--- config.mk ---
export PLATFORM = sky130hd
export DESIGN_NAME = play_song
export DESIGN_NICKNAME = d
export VERILOG_FILES = /design/src/rtl/song_pkg.sv /design/src/rtl/play_song_slot_timer.sv /design/src/rtl/play_song.sv
export SDC_FILE = /design/constraint.sdc
export NUM_CORES = 1
export LEC_CHECK = 0
export CAP_MARGIN = 20
export CORE_AREA = 8 8 98 100
export CTS_BUF_LIST = sky130_fd_sc_hd__clkbuf_8
export DETAILED_ROUTE_END_ITERATION = 6
export DIE_AREA = 0 0 106 108
export PLACE_DENSITY = 0.69
export SYNTH_ARGS = -nofsm -noshare
export SYNTH_HDL_FRONTEND = slang
export SYNTH_SLANG_ARGS = --single-unit
export TNS_END_PERCENT = 30
--- constraint.sdc ---
create_clock -name clk_100mhz -period 6.27 [get_ports clk_100mhz]
set_input_delay 0.9405 -clock clk_100mhz [delete_from_list [all_inputs] [get_ports clk_100mhz]]
set_output_delay 0.9405 -clock clk_100mhz [all_outputs]
set_load 0.01 [all_outputs]
--- src/rtl/song_pkg.sv ---
// Constants and state type shared by the song recorder and the player.
// Defines the song memory window, end-of-song marker, rest code and slot length.
package song_pkg;
    localparam int          CYCLES_PER_NOTE = 25000000;
    localparam int          START_ADDRESS   = 753;
    localparam int          MAX_ADDRESS     = 997;
    localparam logic [7:0]  END_SIGNAL      = 8'h7C;
    localparam logic [6:0]  REST_NOTE       = 7'h7F;
    localparam int          CNT_W           = 25;
    localparam int          ADDR_W          = 10;

    typedef enum logic [1:0] {
        IDLE,
        FETCH,
        PLAY
    } play_state_t;
endpackage

--- src/rtl/play_song_slot_timer.sv ---
// Note-slot counter: terminal count on the last slot cycle, prefetch strobe LATENCY cycles in.
// No backpressure; clear holds the count at zero, otherwise it wraps on terminal count.
module slot_timer #(
    parameter int CYCLES  = 25000000,
    parameter int LATENCY = 2
) (
    input  logic clk,
    input  logic rst_n,
    input  logic clear,
    output logic tc,
    output logic prefetch
);
    import song_pkg::*;

    logic [CNT_W-1:0] counter_q;
    logic [CNT_W-1:0] counter_d;

    assign tc       = (counter_q == CNT_W'(CYCLES - 1));
    assign prefetch = (counter_q == CNT_W'(LATENCY));

    always_comb begin
        counter_d = counter_q + 1'b1;
        if (clear || tc) begin
            counter_d = '0;
        end
    end

    always_ff @(posedge clk or negedge rst_n) begin
        if (!rst_n) begin
            counter_q <= '0;
        end else begin
            counter_q <= counter_d;
        end
    end
endmodule

--- src/rtl/play_song.sv ---
// Song player: reads bytes from BRAM and emits one note per slot; first note READ_LATENCY+1 cycles after start.
// No backpressure; the next byte is prefetched inside each slot so slots are exactly CYCLES_PER_NOTE long.
module play_song #(
    parameter int CYCLES_PER_NOTE = song_pkg::CYCLES_PER_NOTE,
    parameter int READ_LATENCY    = 2
) (
    input  logic       clk_100mhz,
    input  logic       rst_n,
    input  logic       start,
    input  logic       stop,
    input  logic [7:0] bram_data,
    output logic [9:0] bram_addr,
    output logic [6:0] note_out,
    output logic       note_valid,
    output logic       playing,
    output logic       done
);
    import song_pkg::*;

    localparam logic [ADDR_W-1:0] START_A = ADDR_W'(START_ADDRESS);
    localparam logic [ADDR_W-1:0] LAST_A  = ADDR_W'(MAX_ADDRESS - 1);

    play_state_t       state_q, state_d;
    logic [ADDR_W-1:0] addr_q, addr_d;
    logic [6:0]        note_q, note_d;
    logic              note_valid_q, note_valid_d;
    logic              playing_q, playing_d;
    logic              done_q, done_d;
    logic [2:0]        lat_cnt_q, lat_cnt_d;
    logic [7:0]        next_byte_q, next_byte_d;
    logic              last_q, last_d;
    logic              timer_clr, timer_tc, timer_pf;
    logic              emit;
    logic [7:0]        emit_byte;

    // Bytes with the top bit set are corrupt and play as silence.
    function automatic logic [6:0] decode(input logic [7:0] b);
        return b[7] ? REST_NOTE : b[6:0];
    endfunction

    slot_timer #(
        .CYCLES  (CYCLES_PER_NOTE),
        .LATENCY (READ_LATENCY)
    ) u_slot_timer (
        .clk      (clk_100mhz),
        .rst_n    (rst_n),
        .clear    (timer_clr),
        .tc       (timer_tc),
        .prefetch (timer_pf)
    );

    always_comb begin
        state_d      = state_q;
        addr_d       = addr_q;
        note_d       = note_q;
        note_valid_d = 1'b0;
        playing_d    = playing_q;
        done_d       = 1'b0;
        lat_cnt_d    = lat_cnt_q;
        next_byte_d  = next_byte_q;
        last_d       = last_q;
        timer_clr    = 1'b1;
        emit         = 1'b0;
        emit_byte    = 8'h00;

        if (stop && state_q != IDLE) begin
            state_d   = IDLE;
            note_d    = REST_NOTE;
            playing_d = 1'b0;
        end else begin
            case (state_q)
                IDLE: begin
                    if (start && !stop) begin
                        addr_d    = START_A;
                        lat_cnt_d = '0;
                        last_d    = 1'b0;
                        playing_d = 1'b1;
                        state_d   = FETCH;
                    end
                end
                FETCH: begin
                    if (lat_cnt_q == 3'(READ_LATENCY)) begin
                        if (bram_data == END_SIGNAL) begin
                            done_d    = 1'b1;
                            playing_d = 1'b0;
                            state_d   = IDLE;
                        end else begin
                            emit      = 1'b1;
                            emit_byte = bram_data;
                            state_d   = PLAY;
                        end
                    end else begin
                        lat_cnt_d = lat_cnt_q + 3'd1;
                    end
                end
                PLAY: begin
                    timer_clr = 1'b0;
                    if (timer_pf) begin
                        next_byte_d = bram_data;
                    end
                    if (timer_tc) begin
                        if (next_byte_q == END_SIGNAL || last_q) begin
                            note_d    = REST_NOTE;
                            done_d    = 1'b1;
                            playing_d = 1'b0;
                            state_d   = IDLE;
                        end else begin
                            emit      = 1'b1;
                            emit_byte = next_byte_q;
                        end
                    end
                end
                default: state_d = IDLE;
            endcase
        end

        // The last usable address is played but never stepped past.
        if (emit) begin
            note_d       = decode(emit_byte);
            note_valid_d = 1'b1;
            if (addr_q == LAST_A) begin
                last_d = 1'b1;
            end else begin
                addr_d = addr_q + 1'b1;
            end
        end
    end

    always_ff @(posedge clk_100mhz or negedge rst_n) begin
        if (!rst_n) begin
            state_q      <= IDLE;
            addr_q       <= START_A;
            note_q       <= REST_NOTE;
            note_valid_q <= 1'b0;
            playing_q    <= 1'b0;
            done_q       <= 1'b0;
            lat_cnt_q    <= '0;
            next_byte_q  <= '0;
            last_q       <= 1'b0;
        end else begin
            state_q      <= state_d;
            addr_q       <= addr_d;
            note_q       <= note_d;
            note_valid_q <= note_valid_d;
            playing_q    <= playing_d;
            done_q       <= done_d;
            lat_cnt_q    <= lat_cnt_d;
            next_byte_q  <= next_byte_d;
            last_q       <= last_d;
        end
    end

    assign bram_addr  = addr_q;
    assign note_out   = note_q;
    assign note_valid = note_valid_q;
    assign playing    = playing_q;
    assign done       = done_q;
endmodule

==> results_dict.tcl, run 1 <==
set metrics [dict create \
    status "complete, no violations" \
    drtIter0Drc 72 \
    synth-simple-area-share 0.233 \
    worst_pin_slew_ns 0.718 \
    slew_headroom 0.521 \
    drive_gt1_frac 0.151 \
    synth_warnings 0 \
    post-cts-setup-buffers 0 \
    synth_fa_ha_area_frac 0.0357 \
    antenna_cells 0 \
    grt_max_degree 60 \
    viasPerCell 5.30 \
    synth_xor_area_frac 0.0556 \
    final.setup.tns_ns 0 \
    muxShareOfSynthArea 0.0393 \
    tritoncts "built" \
    ys_ff_latch 59 \
    syn_inst 323 \
    vias 2493 \
    worstReg2RegStart "u_slot_timer.counter_q[6]" \
    reg2reg_to "bram_addr[2]" \
    hold_path.class "register to register" \
    endpoint "bram_addr[2]" \
    fillCellCount 781 \
    die_h_um 108 \
    synth_compound_area_frac 0.131 \
    max_freq_mhz 319 \
    cts_sinks 59 \
    startpoint "bram_data[7]" \
    die_area_um2 11400 \
    place.detailed.hpwl_mm 4.88 \
    avgSynthCellArea_um2 9.76 \
    grtUsageTotal 0.122 \
    synthesis.nets 344 \
    rows 33 \
    preCtsSetupSlack_ns 2.80 \
    cts_hold_buf 0 \
    ff2ff_setup_slack_ns 3.54 \
    finalWirelength_mm 6.64 \
    worstPathArrival_ns 3.35 \
    clk_pin_slew_ns 0.07 \
    cts.repair.resized 0 \
    p_per_area_nw_per_um2 313 \
    drc 0 \
    routedWlPerCell_um 14.1 \
    die_w_um 106 \
    fin_ws_ns 3.14 \
    ff_latch_area_um2 1490 \
    yosysTopAreaCell "dfrtp_1" \
    antenna_left 0 \
    path_max_fanout 9 \
    synth_top_family_by_area "simple AND/OR/NAND/NOR gates" \
    synth_area_leaders "dfrtp_1, dfstp_2, nor2_1" \
    drv_slew 0 \
    fin_nets 381 \
    numCtsBuffers 9 \
    start_kind "primary input" \
    rr_worst_depth 6 \
    grt_pass1_wl_mm 11.4 \
    netlist_area_um2 3150 \
    grt_pass1_vias 2458 \
    crit_path_end_kind "register" \
    multiInputGateArea_um2 1560 \
    syn_to_final_growth_pct 19.8 \
    antenna_found_initial 0 \
    core_um2 8050 \
    setup_viol 0 \
    ys.flop_type "dfrtp_1" \
    worstSkewPairLatency_ns 0.33 \
    synth_edf_count 0 \
    global_route.overflow_total 0 \
    yosysTopAreaCellShare 0.365 \
    grt_setup_unrepaired "no" \
    power_leakage_uw 0.00157 \
    ioPinCount 32 \
    async_flop_share 1.00 \
    clock_path_buffers 2 \
    h-tree-depth 3 \
    synth_cell_types 52 \
    initial_core_util 0.392 \
    finalCriticalPeriod_ns 3.13 \
    peakVddDrop_v 0.000108 \
    max_cap_viol_count 0 \
    cts_root_buf "clkbuf_8" \
    place.gp.congestion 0.842 \
    clock-skew-final_ns 0.0119 \
    hold_viol 0 \
    synth-seq-area-share 0.473 \
    dr.pass1.iters 4 \
    crit_required_ns 6.49 \
    numPortBuffers 31 \
    crit_type "primary input to register" \
    post-route-period-util 0.499 \
]
## critical path, cell delays in order
cell	delay (ns)
clkdlybuf4s50_1	0.49
nand4b_1	0.22
nor4_1	0.51
nor2_1	0.24
o21ai_1	0.55
nor3b_1	0.12
a221o_1	0.28
## cells by family after synthesis
| group | after synthesis |
|---|---|
| and+or+nand+nor | 138 |
| AOI/OAI and AO/OA | 60 |
| DFF | 59 |
| buffers and inverters | 26 |
| xor gates and xnor gates | 20 |
| muxes | 11 |
| adders and majority gates | 9 |
## cell usage in the layout, fill, tap and decap left out, types with 5 or more instances in the layout
master / count
a21oi_1: 14
nand2b_1: 5
xor2_1: 13
nor3_1: 6
ha_1: 9
dfstp_2: 13
o21ai_0: 11
mux2_2: 10
nor4_1: 7
xnor2_1: 7
dfrtp_1: 46
inv_1: 20
nand3_1: 17
clkbuf_8: 11
nand2_1: 22
nand4_1: 12
a22oi_1: 14
or3_1: 5
nor2_1: 37
clkdlybuf4s50_1: 30
## power by group
part           switching [µW]  internal [µW]
logic                     182            152
clock network             148            203
registers                43.0            454
## how the worst min path moves through the flow
stage | startpoint | to | slack [ns] | cells after the start
2_1_floorplan | u_slot_timer.counter_q[0] | u_slot_timer.counter_q[0] | 0.45 | 1
3_3_place_gp | u_slot_timer.counter_q[0] | u_slot_timer.counter_q[0] | 0.47 | 1
3_5_place_dp | note_out[5] | note_out[5] | 0.47 | 2
4_1_cts | u_slot_timer.counter_q[0] | u_slot_timer.counter_q[0] | 0.48 | 1
5_1_grt | note_out[0] | note_out[0] | 0.50 | 2
6_report | u_slot_timer.counter_q[0] | u_slot_timer.counter_q[0] | 0.48 | 1
## registers in the layout (all words and copies together), names as in the netlist
register,flops
note_valid,1
state_q,2
playing,1
bram_addr,10
done,1
note_out,7
lat_cnt_q,3
u_slot_timer.counter_q,25
last_q,1
next_byte_q,8
## routing by layer
metal / routed length [µm] / global-route usage
met1: 3030 / 0.149
met5: 0 / 0
met2: 3210 / 0.199
met4: 114 / 0.0593
met3: 287 / 0.0297
## cell type report
class                           count  area share
Tap cell                          105      0.0348
Inverter                           19      0.0189
Sequential cell                    59       0.395
Multi-Input combinational cell    238       0.413
Clock buffer                       11      0.0401
Timing Repair Buffer               33      0.0848
Clock inverter                      5      0.0139
## cells in the mapped netlist (all sizes together) (2+ instances only)
master	n
a21oi	14
a21boi	2
and2	3
dfrtp	46
buf	3
o31ai	3
or2	4
xnor2	7
nand4b	2
clkbuf	4
nor4	7
nor3	7
and4	5
o21ai	12
or4	3
or3	5
nand2b	5
dfstp	13
inv	19
nor2	38
a21o	4
mux2	11
and3	3
xor2	13
nand2	22
nand4	12
nand3	17
a22oi	14
ha	9
## through the flow
stage          hold slack [ns]  power, µW  instances   util  area [µm²]
3_3_place_gp             0.466        837        454  0.444        3570
2_1_floorplan            0.446        709        323      -        3150
3_5_place_dp             0.468        845        454  0.444        3570
4_1_cts                  0.480       1200        470  0.469        3780
5_1_grt                  0.496       1260        470  0.469        3780
6_report                 0.476       1180        470  0.469        3780
Note: power is estimated with default switching activity, not from simulation.
==> run 2: changes to the inputs <==
==> constraint.sdc (replaced) <==
create_clock -name clk_100mhz -period 3 [get_ports clk_100mhz]
set_input_delay 0.45 -clock clk_100mhz [delete_from_list [all_inputs] [get_ports clk_100mhz]]
set_output_delay 0.45 -clock clk_100mhz [all_outputs]
set_load 0.01 [all_outputs]
==> run 2 against run 1 <==
  * Die area did not move
  * Setup slack got worse by 2.8 ns
  * Total power rose by 120%
  * Largest cell class unchanged
  * Final cell count rose by 0.64%
  * Flip-flop and latch count did not move
  * Register-to-register slack got worse by 3.2 ns
  * Clock skew rose by 0.00057 ns
  * Largest power group unchanged
==> results_dict.tcl, run 2 (synthesis results as in run 1) <==
set metrics [dict create \
    status "complete, no violations" \
    finalCriticalPeriod_ns 2.62 \
    syn_to_final_growth_pct 21.3 \
    rows 33 \
    peakVddDrop_v 0.000394 \
    drv_slew 0 \
    cts.repair.resized 0 \
    place.detailed.hpwl_mm 4.93 \
    die_w_um 106 \
    grt_pass1_wl_mm 11.9 \
    slew_headroom 0.508 \
    grt_max_degree 60 \
    grt_pass1_vias 2529 \
    clock_path_buffers 2 \
    ioPinCount 32 \
    antenna_found_initial 0 \
    ff2ff_setup_slack_ns 0.38 \
    fin_nets 384 \
    rr_worst_depth 6 \
    drtIter0Drc 112 \
    preCtsSetupSlack_ns 0.278 \
    cts_hold_buf 0 \
    max_cap_viol_count 0 \
    start_kind "register" \
    drive_gt1_frac 0.160 \
    place.gp.congestion 0.855 \
    timing.critical_path.buf_inv 0 \
    grt_setup_unrepaired "no" \
    max_freq_mhz 382 \
    fin_ws_ns 0.383 \
    clock-skew-final_ns 0.0125 \
    global_route.overflow_total 0 \
    path_cells "or4_4 > nor4_1 > nand4_1 > mux2_2 > a211oi_4 > a22oi_1" \
    post-route-period-util 0.872 \
    final_common_cell "dfrtp_1" \
    h-tree-depth 3 \
    antenna_left 0 \
    worstReg2RegStart "u_slot_timer.counter_q[6]" \
    crit_path_end_kind "register" \
    largest-register "u_slot_timer.counter_q" \
    core_um2 8050 \
    crit_required_ns 3.24 \
    final_cell_mix "dfrtp_1, nor2_1, clkdlybuf4s50_1" \
    worst_pin_slew_ns 0.738 \
    cts_root_buf "clkbuf_8" \
    grtUsageTotal 0.127 \
    critPathTopFamily "simple AND/OR/NAND/NOR gates" \
    fillCellCount 797 \
    path_max_fanout 7 \
    power_leakage_uw 0.00159 \
    cp_slowest_cell "or4_4" \
    vias 2561 \
    finalWirelength_mm 6.83 \
    viasPerCell 5.41 \
    timing.hold.ws_ns 0.230 \
    dr.pass1.iters 4 \
    routedWlPerCell_um 14.4 \
    initial_core_util 0.392 \
    tritoncts "built" \
    finalNonFillerCells 473 \
    largest_register_ffs 25 \
    hold_path.class "primary input to async pin" \
    p_per_area_nw_per_um2 670 \
    antenna_cells 0 \
    clk_pin_slew_ns 0.07 \
    dp_cells 457 \
    die_area_um2 11400 \
    cts_sinks 59 \
    final.setup.tns_ns 0 \
    setup_viol 0 \
    reg2reg_to "note_out[5]" \
    worstPathArrival_ns 2.86 \
    die_h_um 108 \
    post-cts-setup-buffers 0 \
    slowest_delay_ns 0.55 \
    numPortBuffers 31 \
    crit_type "register to register" \
    numCtsBuffers 9 \
    drc 0 \
    hold_viol 0 \
    worstSkewPairLatency_ns 0.34 \
]
-- run 2: layout make-up --
class                           instances  area (µm²)  share of cell area
Clock buffer                           10         138              0.0360
Clock inverter                          6        88.8              0.0232
Inverter                               19        71.3              0.0187
Multi-Input combinational cell        238        1560               0.408
Sequential cell                        59        1490               0.390
Tap cell                              105         131              0.0344
Timing Repair Buffer                   36         343              0.0897
-- run 2: metrics by stage --
stage / instance area, µm² / utilization / power [µW]
6_report: 3820 / 0.475 / 2560
5_1_grt: 3820 / 0.475 / 2720
4_1_cts: 3820 / 0.475 / 2590
3_5_place_dp: 3600 / 0.447 / 1770
3_3_place_gp: 3600 / 0.447 / 1750
2_1_floorplan: 3150 / - / 1480
-- run 2: report_power, final --
group,switching (µW),total [µW],internal [µW]
Clock,322,812,490
Combinational,387,711,324
Sequential,88.5,1040,949
-- run 2: worst max-delay path by stage --
| stage | depth (start not counted) | startpoint | endpoint |
|---|---|---|---|
| after global placement | 8 | bram_data[7] | bram_addr[2] |
| after floorplan | 6 | u_slot_timer.counter_q[6] | playing |
| final | 6 | u_slot_timer.counter_q[6] | note_out[5] |
| after CTS | 6 | u_slot_timer.counter_q[6] | note_out[5] |
| after global routing | 6 | u_slot_timer.counter_q[15] | note_out[5] |
| after detailed placement | 7 | bram_data[7] | note_out[2] |
-- run 2: routing by layer --
metal | vias to the layer above | share of wire | GRT usage
li1 | 1241 | - | -
met1 | 1251 | 0.45 | 0.150
met2 | 56 | 0.47 | 0.211
met3 | 13 | 0.055 | 0.0416
met4 | 0 | 0.016 | 0.0513
met5 | - | 0 | 0
==> run 3: changes to the inputs <==
--- a/config.mk
+++ b/config.mk
@@ -11,6 +11,7 @@
 export DETAILED_ROUTE_END_ITERATION = 6
 export DIE_AREA = 0 0 106 108
 export PLACE_DENSITY = 0.69
+export SLEW_MARGIN = 0
 export SYNTH_ARGS = -nofsm -noshare
 export SYNTH_HDL_FRONTEND = slang
 export SYNTH_SLANG_ARGS = --single-unit
==> results of run 3 <==
Final layout, timing and power as in run 2 (identical DEF).
